**src/rtl/vector_pkg.sv**
```systemverilog
// Shared message layout for the vector front-end: {meth, v} padded to the transport width.
package vector_pkg;

  localparam int VEC_MEETH_W = 32;
  localparam int VEC_V_W     = 32;
  localparam int VEC_XPORT_W = 704;
  localparam int VEC_PAD_W   = VEC_XPORT_W - VEC_MEETH_W - VEC_V_W;

  typedef struct packed {
    logic [VEC_PAD_W-1:0]   pad;
    logic [VEC_MEETH_W-1:0] meth;
    logic [VEC_V_W-1:0]     v;
  } vec_msg_t;

  function automatic logic [VEC_XPORT_W-1:0] pack_msg(input logic [VEC_MEETH_W-1:0] meth,
                                                      input logic [VEC_V_W-1:0] v);
    vec_msg_t m;
    m.pad  = '0;
    m.meth = meth;
    m.v    = v;
    return m;
  endfunction

  function automatic vec_msg_t unpack_msg(input logic [VEC_XPORT_W-1:0] raw);
    return vec_msg_t'(raw);
  endfunction

endpackage

```
**src/rtl/vector_fifo.sv**
```systemverilog
// Circular-buffer FIFO between the vector say method and respond_rule; head visible the cycle after enqueue.
// Define VECTOR_FIFO_PIPELINE_EN to let a same-cycle dequeue make room for an enqueue when full.
module vector_fifo
  import vector_pkg::*;
#(
  parameter int WIDTH = VEC_XPORT_W,
  parameter int DEPTH = 4,
  parameter int AW    = $clog2(DEPTH)
) (
  input  logic             CLK,
  input  logic             RST,
  input  logic             in_enq__ENA,
  input  logic [WIDTH-1:0] in_enq_v,
  output logic             in_enq__RDY,
  input  logic             out_deq__ENA,
  output logic             out_deq__RDY,
  output logic [WIDTH-1:0] out_first,
  output logic             out_first__RDY,
  output logic [AW:0]      count
);

  localparam logic [AW:0] FULL_CNT = DEPTH[AW:0];

  logic [WIDTH-1:0] mem [DEPTH];
  logic [AW-1:0]    rd_ptr;
  logic [AW-1:0]    wr_ptr;
  logic             empty;
  logic             full;
  logic             enq;
  logic             deq;

  assign empty = (count == '0);
  assign full  = (count == FULL_CNT);

`ifdef VECTOR_FIFO_PIPELINE_EN
  // Full is fine if the head leaves this cycle; the write lands in the slot being vacated.
  assign in_enq__RDY = !full | out_deq__ENA;
`else
  assign in_enq__RDY = !full;
`endif
  assign out_deq__RDY   = !empty;
  assign out_first__RDY = !empty;

  assign enq = in_enq__ENA & in_enq__RDY;
  assign deq = out_deq__ENA & out_deq__RDY;

  assign out_first = mem[rd_ptr];

  always_ff @(posedge CLK or posedge RST) begin
    if (RST) begin
      rd_ptr <= '0;
      wr_ptr <= '0;
      count  <= '0;
    end else begin
      if (enq) wr_ptr <= wr_ptr + AW'(1);
      if (deq) rd_ptr <= rd_ptr + AW'(1);
      case ({enq, deq})
        2'b10:   count <= count + 1'b1;
        2'b01:   count <= count - 1'b1;
        default: count <= count;
      endcase
    end
  end

  // Storage is deliberately not reset so it can map onto an SRAM.
  always_ff @(posedge CLK) begin
    if (enq) mem[wr_ptr] <= in_enq_v;
  end

endmodule
```
**config.mk**
```make
export PLATFORM = sky130hd
export DESIGN_NAME = vector_fifo
export DESIGN_NICKNAME = d
export VERILOG_FILES = /design/src/rtl/vector_pkg.sv /design/src/rtl/vector_fifo.sv
export SDC_FILE = /design/constraint.sdc
export NUM_CORES = 2
export LEC_CHECK = 0
export ABC_AREA = 1
export BUFFER_PORTS_ARGS = -buffer_cell sky130_fd_sc_hd__buf_2
export CORE_AREA = 4 4 558 560
export CTS_CLUSTER_DIAMETER = 40
export CTS_CLUSTER_SIZE = 24
export DETAILED_ROUTE_END_ITERATION = 8
export DIE_AREA = 0 0 562 564
export PLACE_DENSITY = 0.62
export SLEW_MARGIN = 10
export SYNTH_ARGS = -nofsm -noshare
export SYNTH_HDL_FRONTEND = slang
export SYNTH_SLANG_ARGS = --single-unit
```
**constraint.sdc**
```tcl
create_clock -name CLK -period 69.7 [get_ports CLK]
set_input_delay 10.455 -clock CLK [delete_from_list [all_inputs] [get_ports CLK]]
set_output_delay 10.455 -clock CLK [all_outputs]
set_load 0.03 [all_outputs]
```
# After elaboration in Yosys (flattened, before gate mapping)
# Memory sizes are Yosys's and may differ from the RTL's.
# Index checks and enable logic that the tools add are counted.
# W data, S select, Z words.
# op_classes
eq_ne,3
n_mul,0
add_sub_neg,4
n_bitwise,2
muxes,3
reduce_logical,4
magnitude_cmp,0
shifts,0
n_div,0
# ops
operator,count
$pmux W3 S2,1
$add A2 B1 Y2 const B,2
$add A3 B1 Y3 const B,1
$eq A3 B3 Y1 const B,1
$logic_not A3 Y1,1
$sub A3 B1 Y3 const B,1
$and A1 B1 Y1,2
$eq A2 B1 Y1 const B,1
$eq A2 B2 Y1 const B,1
$logic_not A1 Y1,2
$mux W1,2
$reduce_bool A2 Y1,1
# totals
memories,1
word_cells,20
register_bits,7
out_inout_bits,710
rom_bits,0
ram_bits,2816
latchBits,0
input_bits,708
# mem_list
name,depth,width,rd,rd_clocked_by_memory_dff,wr,line,rtl
mem,4,704,1,0,1,vector_fifo.sv:24,logic [WIDTH-1:0] mem [DEPTH];

# Longest topological paths before layout
# logic_depth
depth_word,5
mapped_depth,12
depth_no_buf,12

# Least setup slack after synthesis
# No wires, ideal clock.
# synth_timing
path_kind,input to register
start,in in_enq__ENA
end,mem mem[0][0] (netlist bit) (enable)
arrival_ns,39.758
stages,2
n_path_buf,0
setup_ns,1.794
required_time_ns,67.906
slack_ns,28.147
path_cell_list,nand2_1 nor2_1
# synth_between
elab_chain_cells,3
# synth_rtl
item,line,rtl
from (decl),vector_fifo.sv:12,"input logic in_enq__ENA,"
$and A1 B1 Y1,vector_fifo.sv:44,assign enq = in_enq__ENA & in_enq__RDY;
$mux W1,vector_fifo.sv:67,if (enq) mem[wr_ptr] <= in_enq_v;
$mux W1 (implied by the code),vector_fifo.sv:67,
to (decl),vector_fifo.sv:24,
# Every way passes these cells.

# Worst setup path after layout
# layout_timing
start,reg rd_ptr[0]
end,out out_first[429]
# layout_between
elab_chain_cells,1
# layout_rtl
item,line,rtl
from (decl),vector_fifo.sv:25,logic [AW-1:0] rd_ptr;
from (signal assigned),vector_fifo.sv:56,if (deq) rd_ptr <= rd_ptr + AW'(1);
$mem_v2 Z4 W704,n/a,
to (decl),vector_fifo.sv:17,"output logic [WIDTH-1:0] out_first,"
# Every way passes these cells.

==> results.tsv <==
stage	metric	value	unit
pwr	Peak supply drop	55.56	uV
grt	first-pass GRT wire length	456.0	mm
logic_synthesis	Synth area leaders	edfxtp_1 76%, o211ai_1 9.5%, nand2_1 7.2%, inv_1 4.8%, buf_2 1.6%	
placed_design	pre-CTS setup slack	53170	ps
worst_setup_path	Critical Path AT	7160	ps
detailed_routing	Wirelength per Cell	22.82	um
pwr	Leak	53.59	nW
detailed_routing	drt first pass iters	6	
layout	NumNets Final	10410	
grt	largest net degree at the start of global routing	263	
timing	post-route minimum period	17610	ps
floorplan	die width	562	um
min_path	hold crit path type	reg -> reg	
timing	Hold WS	509.9	ps
min_path	hold_sp	count[0]	
floorplan	row count	203	
worst_setup_path	critical path launch point type	flip-flop	
detailed_routing	Post-DRT Antenna Nets	0	
worst_setup_path	r2r startpoint	count[1]	
detailed_routing	Vias	69600	
logic_synthesis	Synth Register Bits	2823	
worst_setup_path	Critical-path top delay cell	buf_4	
timing	clock skew	63.14	ps
min_path	hold depth	1	
timing	fmax	56.77	MHz
layout	fin cells	14200	
clock_tree	Worst-Skew Late Latency	930	ps
worst_setup_path	CP max FO	185	
logic_synthesis	Yosys top cell area share	76.14	%
logic_synthesis	Mean Syn Cell Area	13.42	um^2
run_status	status	finished, final reports clean	
timing	Fin. Hold Viols	0	
floorplan	Die H	564	um
grt	GR Util All Layers	19.50	%
worst_setup_path	Buffers & Inverters on Critical Path	7	
clock_tree	clock-pin slew on the worst setup and hold paths	60	ps
pwr	power share of the combinational group	37.1	%
floorplan	core box area	305800	um^2
floorplan	num ports	1418	
clock_tree	CTS tree	built	
logic_synthesis	largest area contributor in the netlist	edfxtp_1	
clock_tree	# resized after CTS	0	
clock_tree	CTS hold repair buffers	0	
logic_synthesis	register area share after synthesis	76.30	%
flow_run	MaxCap Viol Count	0	
timing	Fin Setup TNS	0	ps
clock_tree	CTS H-tree depth	5	
layout	layout overhead on the synthesized area	21.82	%
timing	worst-margin pin slew	1239	ps
floorplan	Starting Density	36.31	%
worst_setup_path	r2r endpoint	mem[2][562]	
placed_design	Inst Count DP	13420	
grt	initial antenna violation count	267	
worst_setup_path	most frequent CP cell	buf_4	
detailed_routing	DRC violations left	0	
logic_synthesis	Synth Instances	8274	
clock_tree	Clock Sinks	2823	
pwr	Pint	0.004002	W
pwr	Psw	0.002796	W
pwr	switch share	41.13	%
worst_setup_path	critical path class	reg -> out	
layout	Util after Layout	44.24	%
logic_synthesis	Synth cell types	17	
clock_tree	CTS Buffer Depth	4	
pwr	clock power share	29.0	%
placed_design	DP HPWL	219.9	mm
logic_synthesis	Syn Nets	8988	
placed_design	Port Buffers	1417	
detailed_routing	initial DRC count	6115	
min_path	Hold Crit Endpoint	count[0]	
worst_setup_path	type of destination of the critical path	primary output	
pwr	Power Density	50.25	nW/um^2
placed_design	gp weighted congestion	0.9179	
worst_setup_path	CP required	59250	ps
timing	fin crit share	25.27	%
grt	vias in the first global route	65370	
timing	RSZ-0062 raised after global routing	no	
detailed_routing	final WL	324.1	mm
worst_setup_path	R2R depth	9	
timing	final setup vio count	0	
floorplan	die area	317000	um^2
detailed_routing	via density per instance	4.901	
worst_setup_path	crit-path leading delay family	buffers and inverters	
worst_setup_path	worst-path cell chain	inv_8 -> buf_4 -> buf_4 -> buf_4 -> buf_4 -> buf_4 -> nand2_1 -> o211ai_1 -> nand2_1 -> buf_2	
pwr	Seq pwr share	33.9	%
worst_setup_path	max incr delay on CP	910	ps
logic_synthesis	Yosys warning count	0	
clock_tree	Post-CTS Repair Setup Buffers	0	
timing	Worst Slack Setup Final	52090	ps
logic_synthesis	Post-Synthesis Cell Area	111100	um^2
timing	Slew Viols, Final	0	
grt	GRT overflow	0	
timing	Slew Limit Headroom	17.42	%
layout	proportion of layout cells with a drive suffix above 1	21.35	%
clock_tree	CTS Buf Count	374	
worst_setup_path	r2r setup slk	63730	ps
clock_tree	CTS root buffer	clkbuf_16	
## worst max-delay path by stage
| stage | from | endpoint | slack [ps] | depth (start not counted) |
|---|---|---|---|---|
| 3_5_place_dp | rd_ptr[0] | out_first[410] | 53170 | 10 |
| 3_3_place_gp | rd_ptr[0] | out_first[410] | 53390 | 10 |
| 6_report | rd_ptr[0] | out_first[429] | 52090 | 10 |
| 4_1_cts | rd_ptr[0] | out_first[410] | 52170 | 10 |
| 5_1_grt | rd_ptr[0] | out_first[408] | 51550 | 10 |
| 2_1_floorplan | in_enq__ENA | mem[0][0] | 28150 | 2 |
## flip-flops by register name (all words and copies together), names as in the netlist
signal / flops
count: 3
wr_ptr: 2
rd_ptr: 2
mem: 2816
## stage by stage
step | power [W] | cell area (um^2)
6_report | 0.006798 | 135300
5_1_grt | 0.007113 | 135200
4_1_cts | 0.006864 | 135100
3_5_place_dp | 0.004883 | 121900
3_3_place_gp | 0.004845 | 121900
2_1_floorplan | 0.004394 | 111100
## worst reg2reg max path: stages (launching register included)
cell	delay (ps)
dfrtp_1	390
inv_1	100
nand3_1	170
nand2_1	320
nor2_4	780
buf_4	670
buf_4	830
buf_4	700
buf_4	680
buf_4	850
## placed cells by master, fill, tap and decap left out, types with 4 or more instances in the layout
cell / netlist / routed
edfxtp_1: 2816 / 2816
nand2_1: 2129 / 2129
nor2_4: 0 / 4
inv_8: 0 / 14
inv_16: 0 / 4
ha_1: 5 / 5
clkinv_2: 0 / 46
nand3_1: 7 / 7
dfrtp_1: 7 / 6
o211ai_1: 1408 / 1408
buf_4: 14 / 83
clkbuf_16: 0 / 378
buf_12: 0 / 10
clkinv_4: 0 / 35
buf_2: 353 / 1417
clkinv_16: 0 / 15
inv_6: 0 / 32
clkinv_8: 0 / 4
clkinv_1: 0 / 45
inv_1: 1423 / 1423
clkinvlp_4: 0 / 42
bufinv_16: 0 / 52
clkbuf_1: 96 / 30
diode_2: 0 / 92
## kinds of logic after synthesis
family | Yosys count | synth area share, %
fa+ha+maj | 6 | 0.07436
buf+inv | 1894 | 6.847
compound gates | 1409 | 9.523
simple gates | 2141 | 7.247
xor+xnor | 1 | 0.007888
flops | 2823 | 76.30
## final cells by class
cell class / count / area [um^2]
timing repair buffer: 1510 / 7915
antenna: 92 / 230.2
clock inverter: 287 / 3593
multi-input combinational: 3557 / 18740
clock buffer: 408 / 9572
tap: 4100 / 5130
inverter: 1425 / 5364
sequential: 2823 / 84740
fill: 27260 / 170500
## synthesized netlist by cell type (all sizes together)
| library cell | number |
|---|---|
| buf | 373 |
| clkbuf | 96 |
| dfrtp | 7 |
| edfxtp | 2816 |
| fa | 1 |
| ha | 5 |
| inv | 1425 |
| nand2 | 2129 |
| nand3 | 7 |
| nand4 | 1 |
| nor2 | 4 |
| o211ai | 1408 |
| o21ai | 1 |
| xnor2 | 1 |
## routing by layer
metal / up-vias / wire [um] / global-route usage, %
li1: 32160 / - / -
met1: 33600 / 119100 / 22.66
met2: 2758 / 150000 / 31.18
met3: 926 / 36770 / 8.475
met4: 166 / 17180 / 8.994
met5: - / 1031 / 0
## power by group through the flow
| stage | clock (W) | sequential [W] | combinational (W) |
|---|---|---|---|
| after floorplan | 0 | 0.00275 | 0.00165 |
| after global placement | 0 | 0.00233 | 0.00252 |
| after detailed placement | 0 | 0.00234 | 0.00254 |
| after CTS | 0.00201 | 0.00231 | 0.00255 |
| after global routing | 0.00209 | 0.00233 | 0.00270 |
| final | 0.00197 | 0.00230 | 0.00252 |
Note: power is estimated with default switching activity, not from simulation.
